`src/rtl/sha256_pkg.sv`:
```
// Shared constants, drain-state encoding and read-address helper for the
// message loader feeding the 4-way interleaved schedule expander.
package sha256_pkg;

    localparam int WORD_W      = 32;
    localparam int SLOTS       = 4;
    localparam int MSG_WORDS   = 16;
    localparam int ROUND_LEN   = 256;
    localparam int BATCH_WORDS = SLOTS * MSG_WORDS;

    typedef enum logic [1:0] {
        DRAIN_IDLE,
        DRAIN_SEND,
        DRAIN_WAIT
    } drain_state_t;

    // Interleaved read order: k -> (k%4)*16 + k/4, i.e. word k/4 of slot k%4.
    function automatic logic [5:0] rd_addr(input logic [5:0] k);
        return {k[1:0], k[5:2]};
    endfunction

endpackage

```
`src/rtl/msg_bank.sv`:
```
// Ping-pong storage for two 64-word batches: synchronous write, asynchronous
// read, no reset on the storage array.
module msg_bank
    import sha256_pkg::*;
(
    input  logic              clk_i,
    input  logic              we,
    input  logic              wr_bank,
    input  logic [5:0]        wr_addr,
    input  logic [WORD_W-1:0] wr_data,
    input  logic              rd_bank,
    input  logic [5:0]        rd_idx,
    output logic [WORD_W-1:0] rd_data
);

    logic [WORD_W-1:0] mem [2][64];

    always_ff @(posedge clk_i) begin
        if (we) begin
            mem[wr_bank][wr_addr] <= wr_data;
        end
    end

    assign rd_data = mem[rd_bank][rd_idx];

endmodule

```
`src/rtl/msg_loader.sv`:
```
// Collects four 16-word blocks per batch into a ping-pong buffer and streams
// them interleaved to the expander with a 256-cycle period per batch.
module msg_loader
    import sha256_pkg::*;
(
    input  logic              clk_i,
    input  logic              rst_i,
    input  logic              in_valid_i,
    output logic              in_ready_o,
    input  logic [WORD_W-1:0] in_data_i,
    output logic [WORD_W-1:0] data_o,
    output logic              send_o,
    output logic              batch_start_o,
    output logic [7:0]        round_o,
    output logic              busy_o
);

    localparam logic [7:0] LAST_K     = 8'(ROUND_LEN - 1);
    localparam logic [7:0] SEND_LAST  = 8'(BATCH_WORDS - 1);
    localparam logic [5:0] WPTR_LAST  = 6'(BATCH_WORDS - 1);

    logic [1:0]        full;
    logic              fill_bank;
    logic              drain_bank;
    logic [5:0]        wptr;
    drain_state_t      state;

    logic              hs;
    logic              fill_done;
    logic              release_bank;
    logic [1:0]        set_mask;
    logic [1:0]        clr_mask;
    logic [7:0]        next_k;
    logic [5:0]        rd_idx;
    logic [WORD_W-1:0] rd_data;

    assign in_ready_o   = !full[fill_bank];
    assign hs           = in_valid_i & in_ready_o;
    assign fill_done    = hs && (wptr == WPTR_LAST);
    assign release_bank = (state == DRAIN_SEND) && (round_o == SEND_LAST);
    assign set_mask     = fill_done    ? (2'b01 << fill_bank)  : 2'b00;
    assign clr_mask     = release_bank ? (2'b01 << drain_bank) : 2'b00;
    assign next_k       = round_o + 8'd1;
    // Outside SEND the next word presented is always word 0 of a fresh batch.
    assign rd_idx       = (state == DRAIN_SEND) ? rd_addr(next_k[5:0]) : 6'd0;

    msg_bank u_bank (
        .clk_i   (clk_i),
        .we      (hs),
        .wr_bank (fill_bank),
        .wr_addr (wptr),
        .wr_data (in_data_i),
        .rd_bank (drain_bank),
        .rd_idx  (rd_idx),
        .rd_data (rd_data)
    );

    always_ff @(posedge clk_i) begin
        if (rst_i) begin
            full      <= 2'b00;
            fill_bank <= 1'b0;
            wptr      <= 6'd0;
        end else begin
            full <= (full | set_mask) & ~clr_mask;
            if (hs) begin
                wptr <= wptr + 6'd1;
                if (fill_done) begin
                    fill_bank <= ~fill_bank;
                end
            end
        end
    end

    always_ff @(posedge clk_i) begin
        if (rst_i) begin
            state         <= DRAIN_IDLE;
            drain_bank    <= 1'b0;
            round_o       <= 8'd0;
            data_o        <= '0;
            send_o        <= 1'b0;
            batch_start_o <= 1'b0;
            busy_o        <= 1'b0;
        end else begin
            batch_start_o <= 1'b0;
            case (state)
                DRAIN_IDLE: begin
                    if (full[drain_bank]) begin
                        state         <= DRAIN_SEND;
                        round_o       <= 8'd0;
                        batch_start_o <= 1'b1;
                        busy_o        <= 1'b1;
                        send_o        <= 1'b1;
                        data_o        <= rd_data;
                    end
                end
                DRAIN_SEND: begin
                    round_o <= next_k;
                    if (release_bank) begin
                        state      <= DRAIN_WAIT;
                        drain_bank <= ~drain_bank;
                        send_o     <= 1'b0;
                        data_o     <= '0;
                    end else begin
                        data_o <= rd_data;
                    end
                end
                DRAIN_WAIT: begin
                    if (round_o == LAST_K) begin
                        if (full[drain_bank]) begin
                            state         <= DRAIN_SEND;
                            round_o       <= 8'd0;
                            batch_start_o <= 1'b1;
                            send_o        <= 1'b1;
                            data_o        <= rd_data;
                        end else begin
                            state   <= DRAIN_IDLE;
                            round_o <= 8'd0;
                            busy_o  <= 1'b0;
                        end
                    end else begin
                        round_o <= next_k;
                    end
                end
                default: state <= DRAIN_IDLE;
            endcase
        end
    end

endmodule

```
`config.mk`:
```
export PLATFORM = sky130hd
export DESIGN_NAME = msg_loader
export DESIGN_NICKNAME = d
export VERILOG_FILES = /design/src/rtl/sha256_pkg.sv /design/src/rtl/msg_bank.sv /design/src/rtl/msg_loader.sv
export SDC_FILE = /design/constraint.sdc
export NUM_CORES = 2
export LEC_CHECK = 0
export ABC_AREA = 0
export CAP_MARGIN = 40
export CORE_MARGIN = 1
export CORE_UTILIZATION = 57
export CTS_CLUSTER_DIAMETER = 150
export DETAILED_ROUTE_END_ITERATION = 12
export GPL_TIMING_DRIVEN = 1
export PLACE_DENSITY = 0.76
export SLEW_MARGIN = 20
export SYNTH_ARGS = -nofsm -noshare
export SYNTH_HDL_FRONTEND = slang
export SYNTH_HIERARCHICAL = 1
export SYNTH_SLANG_ARGS = --single-unit
```
`constraint.sdc`:
```
create_clock -name clk_i -period 3.7 [get_ports clk_i]
set_input_delay 0.74 -clock clk_i [delete_from_list [all_inputs] [get_ports clk_i]]
set_output_delay 0.74 -clock clk_i [all_outputs]
set_load 0.05 [all_outputs]
```
==> summary.md <==
| Metric | Value |
|---|---|
| Max transition margin | 38.9% |
| Post-synth EDFFs | 4096 |
| Max-cap violation count | 0 |
| Highest-count cells in the layout ignoring fill and taps | 4096 x edfxtp_1, 1344 x mux4_2, 411 x clkbuf_16 |
| Synth Flop Type | edfxtp_1 |
| VDD IR max | 0.463 mV |
| Final Hold Violating Endpoints | 0 |
| Total congestion overflow | 0 |
| Ys Warns | 6 |
| Via count | 78.4k |
| Async SR Flop Fraction | 0% |
| Vias in the first global route | 79.0k |
| Crit path max-delay family | multiplexers |
| Iteration-0 DRC Markers | 13.2k |
| Max-slew violation count | 0 |
| Status | finished, violations left |
| Remaining antenna violation count | 0 |
| DP HPWL | 229000 um |
| DRT Pass-1 Iters | 5 |
| CP peak stage delay | 650 ps |
| Initial antenna violation count | 50 |
| Post-Place Setup Slack | -252 ps |
| CP startpoint kind | register |
| Final Power | 93.4 mW |
| Synthesized cell area | 158000 um^2 |
| Fin worst setup slack | -129 ps |
| Crit-path cells | nand3_4, xnor2_2, nor2_4, buf_12, buf_8, buf_12, buf_12, mux4_2, mux4_2, mux4_2, mux2_4, a31o_1 |
| Avg Vias per Cell | 7.16 |
| Rows | 193 |
| Layout cell share with drive strength beyond 1 | 36.6% |
| Cts hold-fix bufs | 0 |
| Chip width | 529 um |
| CTS sink cnt | 4151 |
| Routability cong. | 0.871 |
| Clock tree from TritonCTS | done |
| Synth Instances | 6247 |
| Gr usage total | 32.5% |
| Net switching power | 19.2 mW |
| Placed cells | 10.1k |
| Total CTS buffers | 393 |
| WS Path Type | reg2reg |
| Crit path buf inv count | 4 |
| RSZ-0062 raised after global routing | true |
| Failing checks | negative setup slack |
| Pwr/cell area | 508 nW/um^2 |
| Minimum clock period | 3830 ps |
| Die span in y | 529 um |
| Leakage | 54.9 nW |
| Crit. End Element | register |
| Worst EP required | 4510 ps |
| Final nets | 6960 |
| I/O Pins | 79 |
| Yosys reg bits | 4151 |
| Filler Cell Count | 16.0k |
| Internal Power | 74.2 mW |
| P&R area growth vs syn | 16.2% |
| Final worst path period share | 103% |
| Drt total wl | 454000 um |
| I/O Buffers | 78 |
| Actual slew at the worst max-slew pin | 917 ps |
| Skew-Pair Late Insertion Delay | 960 ps |
| Commonest non-fill, non-tap cell in the layout | edfxtp_1 |
| Register area share after synthesis | 78.5% |
| Clock-pin slew on the worst setup and hold paths | 70 ps |
| Worst Hold Class | in2reg |
| First-pass GRT wire length | 621000 um |
| Net Sw Frac | 20.5% |
| Worst-path fanout max | 12 |
| Largest net degree at the start of global routing | 114 |
| Gate power share | 2.2% |
| Mean Syn Cell Area | 25.3 um^2 |
| Slowest cell on crit path | mux4_2 |
| Max Clock Freq | 261 MHz |
| Core area | 276000 um^2 |
| Syn_nets | 6288 |
| Average wire per standard cell | 41.5 um |
| Clock group share of total power | 42.3% |
| Sequential share of power | 55.5% |
| Final Instance Count excl. Fillers | 11.0k |
| Max clock buf depth | 4 |
| Starting Density | 57.3% |
| Max Clock Skew | 49.2 ps |
| H-Tree Level Count | 5 |
| Die ar. | 280000 um^2 |
| Netlist cell types | 51 |
| Final Setup Violations | 30 |
| Arr. time, crit path | 4640 ps |
| DR DRC count | 0 |
| Root buf cell | clkbuf_16 |
==> state kept, by name (all words and copies together) (netlist names) <==
signal / count
data_o: 32
batch_start_o: 1
drain_bank: 1
full: 2
u_bank/mem: 4096
wptr: 6
round_o: 8
state: 2
busy_o: 1
send_o: 1
fill_bank: 1
==> power by group through the flow <==
stage,clock network [mW],logic [mW],registers (mW)
after floorplan,0,0.396,52.9
after global placement,0,1.80,52.9
after global routing,41.3,2.05,51.8
final,39.5,2.04,51.9
after CTS,39.5,1.94,51.9
after detailed placement,0,1.90,52.9
==> timing repair <==
item,4_1_cts,5_1_grt
pin swaps,2,2
hold endpoints to repair,0,0
resized for setup,68,39
cloned,14,8
setup endpoints to repair,30,32
buffers inserted,24,30
==> metal layers <==
metal	up-vias	GRT usage, %	wire, um	part of all wire (%)
met1	41100	42.5	146000	32
met2	7350	51.2	216000	48
met4	28	17.0	26400	5.8
li1	28700	-	-	-
met3	1246	8.17	65100	14
met5	-	0	180	0.040
==> per-stage QoR <==
stage	hold WS [ps]	cell area [um^2]	util (%)	setup TNS, ps
floorplan	472	158000	-	-204600
global placement	486	170000	61.4	-3610
detailed placement	483	170000	61.5	-2650
CTS	129	183000	66.2	-308
global route	160	184000	66.5	-974
finish	156	184000	66.5	-1480
==> path summary, 6_finish.rpt <==
| path | from | end | slack [ps] | depth (start not counted) |
|---|---|---|---|---|
| setup / recovery | round_o[2] | data_o[29] | -130 | 12 |
| hold / removal | in_data_i[12] | u_bank/mem[1][844] | 160 | 1 |
| setup reg to reg | round_o[2] | data_o[29] | -130 | 12 |
| hold reg to reg | busy_o | busy_o | 510 | 2 |
==> cell usage after synthesis, types with 4 or more instances <==
library cell | number | share of area (%)
nand2_1 | 55 | 0.13
a31o_1 | 28 | 0.16
mux2_2 | 33 | 0.23
mux4_2 | 1344 | 19
a21oi_1 | 46 | 0.15
or3_1 | 4 | 0.016
nand4_1 | 4 | 0.016
o32ai_1 | 4 | 0.022
inv_1 | 11 | 0.026
nand3_1 | 20 | 0.063
a31o_2 | 4 | 0.022
nor2_1 | 146 | 0.35
and2_1 | 4 | 0.016
xor2_1 | 5 | 0.028
xnor2_1 | 5 | 0.028
clkbuf_1 | 182 | 0.43
o21ai_0 | 5 | 0.016
buf_2 | 84 | 0.27
nor2b_1 | 7 | 0.028
ha_1 | 6 | 0.047
buf_6 | 5 | 0.036
edfxtp_1 | 4096 | 78
buf_1 | 58 | 0.14
dfxtp_1 | 55 | 0.70
==> final cells by class <==
type | instances | area [um^2] | area share (%)
tap | 3705 | 4640 | 2.52
clock buffer | 505 | 10600 | 5.75
multi-input combinational | 1752 | 33800 | 18.4
antenna | 17 | 42.5 | 0.0232
timing repair buffer | 609 | 8840 | 4.81
clock inverter | 202 | 1720 | 0.936
sequential | 4151 | 124000 | 67.6
inverter | 12 | 45.0 | 0.0245
==> cells by family (layout without fill, tap and decap cells) <==
logic type      Yosys count  in the layout  share of synthesized area [%]
buf+inv                 344           1328                          0.914
compound gates          101            101                          0.436
other cells               0             17                              0
fa+ha+maj                 6              6                         0.0475
simple gates            255            255                          0.698
mux                    1380           1380                           19.4
flops                  4151           4151                           78.5
xor+xnor                 10             10                         0.0554
(Power assumes the default switching activity.)
